===== src/rtl/gcd_lcm_unit.sv =====
// Iterative GCD (subtractive Euclid) / LCM (dual-accumulator) coprocessor with decoder stall.
// Optional LCM overflow detection is enabled by defining GCDLCM_OVF_EN.
module gcd_lcm_unit #(
    parameter int WIDTH = 32
) (
    input  logic             clk,
    input  logic             reset,
    input  logic             start,
    input  logic             op,
    input  logic [WIDTH-1:0] a,
    input  logic [WIDTH-1:0] b,
    output logic [WIDTH-1:0] result,
    output logic             done,
    output logic             stall,
    output logic             ovf
);

    localparam int AW = 2 * WIDTH;

    typedef enum logic [1:0] {
        S_IDLE = 2'd0,
        S_RUN  = 2'd1,
        S_DONE = 2'd2
    } state_t;

    state_t           state_q, state_d;
    logic [AW-1:0]    x_q, x_d;
    logic [AW-1:0]    y_q, y_d;
    logic [WIDTH-1:0] sa_q, sa_d;
    logic [WIDTH-1:0] sb_q, sb_d;
    logic [WIDTH-1:0] result_q, result_d;
    logic             m_q, m_d;
    logic             done_q, done_d;

`ifdef GCDLCM_OVF_EN
    logic ovf_q, ovf_d;
    logic acc_big;

    // An accumulator above 2^WIDTH-1 means the true LCM cannot fit in the result.
    assign acc_big = (|x_q[AW-1:WIDTH]) | (|y_q[AW-1:WIDTH]);
`endif

    always_comb begin
        state_d  = state_q;
        x_d      = x_q;
        y_d      = y_q;
        sa_d     = sa_q;
        sb_d     = sb_q;
        result_d = result_q;
        m_d      = m_q;
        done_d   = 1'b0;
`ifdef GCDLCM_OVF_EN
        ovf_d    = ovf_q;
`endif

        case (state_q)
            S_IDLE: begin
                if (start) begin
                    if ((a == '0) || (b == '0)) begin
                        // With one operand zero, a|b is the other operand (and 0 for gcd(0,0)).
                        result_d = op ? '0 : (a | b);
                        done_d   = 1'b1;
                        state_d  = S_DONE;
`ifdef GCDLCM_OVF_EN
                        ovf_d    = 1'b0;
`endif
                    end else begin
                        x_d     = {{WIDTH{1'b0}}, a};
                        y_d     = {{WIDTH{1'b0}}, b};
                        sa_d    = a;
                        sb_d    = b;
                        m_d     = op;
                        state_d = S_RUN;
                    end
                end
            end

            S_RUN: begin
                if (!start) begin
                    state_d = S_IDLE;
`ifdef GCDLCM_OVF_EN
                end else if (m_q && acc_big) begin
                    result_d = '1;
                    ovf_d    = 1'b1;
                    done_d   = 1'b1;
                    state_d  = S_DONE;
`endif
                end else if (x_q == y_q) begin
                    result_d = x_q[WIDTH-1:0];
                    done_d   = 1'b1;
                    state_d  = S_DONE;
`ifdef GCDLCM_OVF_EN
                    ovf_d    = 1'b0;
`endif
                end else if (!m_q) begin
                    if (x_q > y_q) begin
                        x_d = x_q - y_q;
                    end else begin
                        y_d = y_q - x_q;
                    end
                end else begin
                    // LCM: advance whichever multiple is behind.
                    if (x_q < y_q) begin
                        x_d = x_q + {{WIDTH{1'b0}}, sa_q};
                    end else begin
                        y_d = y_q + {{WIDTH{1'b0}}, sb_q};
                    end
                end
            end

            S_DONE: begin
                state_d = S_IDLE;
            end

            default: begin
                state_d = S_IDLE;
            end
        endcase
    end

    always_ff @(posedge clk or negedge reset) begin
        if (!reset) begin
            state_q  <= S_IDLE;
            x_q      <= '0;
            y_q      <= '0;
            sa_q     <= '0;
            sb_q     <= '0;
            result_q <= '0;
            m_q      <= 1'b0;
            done_q   <= 1'b0;
`ifdef GCDLCM_OVF_EN
            ovf_q    <= 1'b0;
`endif
        end else begin
            state_q  <= state_d;
            x_q      <= x_d;
            y_q      <= y_d;
            sa_q     <= sa_d;
            sb_q     <= sb_d;
            result_q <= result_d;
            m_q      <= m_d;
            done_q   <= done_d;
`ifdef GCDLCM_OVF_EN
            ovf_q    <= ovf_d;
`endif
        end
    end

    assign result = result_q;
    assign done   = done_q;
    assign stall  = start & (state_q != S_DONE);

`ifdef GCDLCM_OVF_EN
    assign ovf = ovf_q;
`else
    assign ovf = 1'b0;
`endif

endmodule


===== config.mk =====
export PLATFORM = sky130hd
export DESIGN_NAME = gcd_lcm_unit
export DESIGN_NICKNAME = d
export VERILOG_FILES = /design/src/rtl/gcd_lcm_unit.sv
export SDC_FILE = /design/constraint.sdc
export NUM_CORES = 1
export LEC_CHECK = 0
export BUFFER_PORTS_ARGS = -buffer_cell sky130_fd_sc_hd__buf_4
export CAP_MARGIN = 10
export CELL_PAD_IN_SITES_DETAIL_PLACEMENT = 1
export CELL_PAD_IN_SITES_GLOBAL_PLACEMENT = 1
export CORE_ASPECT_RATIO = 1.5
export CORE_MARGIN = 2
export CORE_UTILIZATION = 32
export CTS_CLUSTER_DIAMETER = 40
export CTS_CLUSTER_SIZE = 14
export DETAILED_ROUTE_END_ITERATION = 8
export PLACE_DENSITY_LB_ADDON = 0.1
export REMOVE_ABC_BUFFERS = 1
export SYNTH_ARGS = -nofsm -noshare
export SYNTH_HDL_FRONTEND = slang
export SYNTH_SLANG_ARGS = --single-unit

===== constraint.sdc =====
create_clock -name clk -period 6.5 [get_ports clk]
set_input_delay 0.975 -clock clk [delete_from_list [all_inputs] [get_ports clk]]
set_output_delay 0.975 -clock clk [all_outputs]
set_load 0.1 [all_outputs]

==> impl_table.tex <==
\begin{tabular}{lr}
\hline
Metric & Value \\
\hline
\multicolumn{2}{l}{\textbf{Cells and area}} \\
Number of nets at the end of the flow & 3,017 \\
Diodes inserted & 0 \\
Layout overhead on the synthesized area & 14.1\% \\
Share of post-route cells with drive strength above 1 & 11.5\% \\
Core occupancy in the finished layout & 36.8\% \\
\multicolumn{2}{l}{\textbf{Timing}} \\
Worst slew slack as a fraction of its limit & 30.6\% \\
Setup-failing EPs final & 0 \\
Hold Violations, Final & 0 \\
Crit share post-route & 89.4\% \\
Worst-Margin Slew & 1.03 ns \\
Peak Freq & 172 MHz \\
Setup Skew & 0.0249 ns \\
RSZ-0062 raised after global routing & no \\
Max Transition Viols Final & 0 \\
Final min period & 5.81 ns \\
Slack of the critical path & 0.687 ns \\
\multicolumn{2}{l}{\textbf{Placement}} \\
Post-detailed-placement half-perimeter wirelength & 74,200 microns \\
Input/output buffers & 101 \\
Last weighted congestion value of the routability-driven placer & 0.928 \\
Setup slack at placement & 0.707 ns \\
\multicolumn{2}{l}{\textbf{Routing}} \\
Wirelength, routed & 94,000 microns \\
Number of iterations in the first detailed-routing pass & 5 \\
Post-route antenna net violation count & 0 \\
Starting DRC count in detailed routing & 929 \\
Via total after detailed routing & 21,400 \\
Mean number of vias per cell & 5.78 \\
Detailed-route wire length per cell & 25.3 microns \\
DRC violations left & 0 \\
\multicolumn{2}{l}{\textbf{Clock tree}} \\
H-tree level count & 2 \\
Maximum clock path buffer count & 3 \\
Hold buffer count at CTS & 0 \\
Clock sink total & 228 \\
Post-CTS Setup Repair Bufs & 0 \\
Post-cts repair resize count & 0 \\
Clock tree from TritonCTS & yes \\
CTS buffer count & 49 \\
Clock root buffer & clkbuf\_16 \\
Clock latency on the worst-skew pair & 0.60 ns \\
Clock transition at the registers of the reported paths & 0.05 ns \\
\multicolumn{2}{l}{\textbf{Global route}} \\
Via count of the first global-routing pass & 23,000 \\
Remaining global-route overflow & 0 \\
Antenna violations before repair & 0 \\
Maximum number of pins on one net before global-route repair & 92 \\
First-pass GRT wire length & 142,000 microns \\
Global Route Usage Sum & 26.6\% \\
\multicolumn{2}{l}{\textbf{Floorplan}} \\
DIE AREA & 70,300 sq um \\
Die span in y & 324 microns \\
Initial standard-cell utilization of the core & 32.3\% \\
Cell Rows & 117 \\
Num ports & 103 \\
Die boundary width & 217 microns \\
Core area & 67,600 sq um \\
\multicolumn{2}{l}{\textbf{Worst setup path}} \\
Critical Path RT & 7.00 ns \\
CP Depth & 20 \\
Max incr delay on CP & 0.48 ns \\
R2r startpoint & x\_q[6]\$\_DFFE\_PN0P\_ \\
Buf+Inv Stages, Crit Path & 0 \\
Kind of cell adding the most delay to the critical path & simple AND/OR/NAND/NOR gates \\
Worst Setup Path Type & reg -> reg \\
Most numerous cell on the critical path & nand2b\_1 \\
Kind of end point of the critical path & flip-flop \\
Largest fanout on the critical path & 9 \\
End of the critical path & y\_q[63]\$\_DFFE\_PN0P\_ \\
Setup slack, reg-to-reg & 0.69 ns \\
Data arrival time of the critical path & 6.31 ns \\
Chain of cells forming the critical path & or3\_4 -> nor3\_4 -> nand2b\_1 -> or3\_4 -> nand2b\_1 -> nand2b\_1 -> o31a\_1 -> nor3\_1 -> ha\_1 -> a21o\_1 -> a31o\_2 -> a2111o\_1 -> o221ai\_1 -> o21ai\_0 -> o21ba\_2 -> o31ai\_1 -> o221ai\_1 -> xor2\_1 -> or4\_1 -> o21ai\_1 \\
CP Launch Type & flip-flop \\
Highest-delay cell along the critical path & or3\_4 \\
Critical path origin & x\_q[6]\$\_DFFE\_PN0P\_ \\
Critical R2R Capture & y\_q[63]\$\_DFFE\_PN0P\_ \\
Worst reg-to-reg path cell count & 20 \\
\multicolumn{2}{l}{\textbf{Synth}} \\
Post-synthesis sequential element count & 228 \\
Fraction of registers with async set or reset after synthesis & 100\% \\
Sequential element share of the synthesized area & 26.1\% \\
Count of flip-flops with a built-in enable after synthesis & 0 \\
Most used DFF post-synth & dfrtp\_1 \\
Post-Syn Area per Cell & 7.92 sq um \\
Yosys Warn Count & 0 \\
Most frequent cell after synthesis & a21oi\_1 \\
Commonest cells in the synthesized netlist & a21oi\_1, nor2\_1, nand2\_1, dfrtp\_1, o21ai\_0 \\
Post-synthesis cell count & 2,754 \\
Number of distinct library cells after synthesis & 109 \\
Netlist Area Pre-Place & 21,800 sq um \\
Cells taking the most area after synthesis & dfrtp\_1, ha\_1, a21oi\_1 \\
Cell type with the highest aggregate area in the netlist & dfrtp\_1 \\
Yosys top cell area share & 26.1\% \\
\multicolumn{2}{l}{\textbf{Min path}} \\
Hold Path Class & in -> async \\
\multicolumn{2}{l}{\textbf{Power and ir drop}} \\
Post-layout total power & 16.1 mW \\
Worst supply voltage drop on vdd & 261 uV \\
Power per standard cell area & 646 nW/um\^{}2 \\
Static Leak & 11.1 nW \\
\multicolumn{2}{l}{\textbf{Run}} \\
Maxcap violations & 0 \\
\multicolumn{2}{l}{\textbf{Outcome}} \\
Run status & completed \\
\hline
\end{tabular}
cell usage in the layout, fill, tap and decap left out, types with 8 or more instances in the layout:
cell type  count
a211oi_1      54
a21o_1       100
a21oi_1      294
a22o_1        16
a22oi_1       11
a31oi_1       21
and2_1        13
and3_1        32
and4_1         9
buf_4        142
clkbuf_16     49
dfrtp_1      227
ha_1         165
inv_1        108
inv_6          8
mux2_1        23
mux2_2        42
mux2i_1       11
nand2_1      245
nand2b_1      26
nand3_1       52
nand4_1       56
nor2_1       264
nor2b_1       18
nor3_1        75
nor3b_1        9
nor4_1        34
o211ai_1      30
o21a_1        22
o21ai_0      188
o21bai_1      25
o221ai_1      13
o31ai_1       36
or3_1         16
xnor2_1      100
xor2_1        96
kinds of logic (layout without fill, tap and decap cells):
family	after synthesis	in the layout	synth area share [%]
DFF	228	228	26.1
xor gates and xnor gates	196	196	7.87
adders and majority gates	168	168	9.74
AOI/OAI and AO/OA	907	907	26.7
buffers and inverters	279	343	5.56
other	1	1	0.0172
and+or+nand+nor	899	899	20.1
muxes	76	76	3.86
layout make-up:
cell class,instances,area [sq um]
Clock buffer,60,1310
Inverter,108,405
Tap cell,892,1120
Multi-Input combinational cell,2247,14900
Sequential cell,228,5710
Fill cell,8160,42700
Clock inverter,28,282
Timing Repair Buffer,147,1150
stage by stage:
step	std cells	hold WS (ns)	instance area, sq um	setup TNS [ns]
2_1_floorplan	2583	0.462	21000	-320.81
3_3_place_gp	3621	0.473	23300	0
3_5_place_dp	3622	0.482	23300	0
4_1_cts	3710	0.392	24900	0
5_1_grt	3710	0.413	24900	0
6_report	3710	0.349	24900	0
routing by layer:
metal  vias up  part of all wire (%)  GRT usage, %
met2       391                    56          53.6
met3       215                   2.0          2.32
met1     10700                    35          25.8
li1      10100                     -             -
met5         -                     0             0
met4         0                   6.7          16.2
how the worst min path moves through the flow:
stage,startpoint,to,slack (ns),cells past startpoint
2_1_floorplan,sa_q[10]$_DFFE_PN0P_,sa_q[10]$_DFFE_PN0P_,0.46,1
3_3_place_gp,sa_q[25]$_DFFE_PN0P_,sa_q[25]$_DFFE_PN0P_,0.47,1
3_5_place_dp,sa_q[8]$_DFFE_PN0P_,sa_q[8]$_DFFE_PN0P_,0.48,1
5_1_grt,reset,x_q[57]$_DFFE_PN0P_,0.41,1
6_report,reset,x_q[57]$_DFFE_PN0P_,0.35,1
4_1_cts,reset,x_q[57]$_DFFE_PN0P_,0.39,1
registers in the layout, summed over array words and instances, names as in the netlist:
| signal | cells |
|---|---|
| state_q | 2 |
| m_q | 1 |
| x_q | 64 |
| y_q | 64 |
| sa_q | 32 |
| sb_q | 32 |
| result | 32 |
| done | 1 |
power by group:
| part | internal, mW | switching, mW | total [mW] | leakage, nW |
|---|---|---|---|---|
| Sequential | 1.86 | 0.723 | 2.59 | 2.84 |
| Combinational | 4.14 | 6.87 | 11.0 | 7.54 |
| Clock | 1.53 | 0.956 | 2.48 | 0.764 |
| Total | 7.53 | 8.55 | 16.1 | 11.1 |
worst reg2reg max path: cells and delay by family, from the launching register on:
kind                       cells  cell delay (ns)
xor gates and xnor gates       1             0.12
and+or+nand+nor                8             2.68
adders and majority gates      1             0.39
AOI/OAI and AO/OA             10             2.07
DFF                            1             0.46
Note: power is estimated with default switching activity, not from simulation.
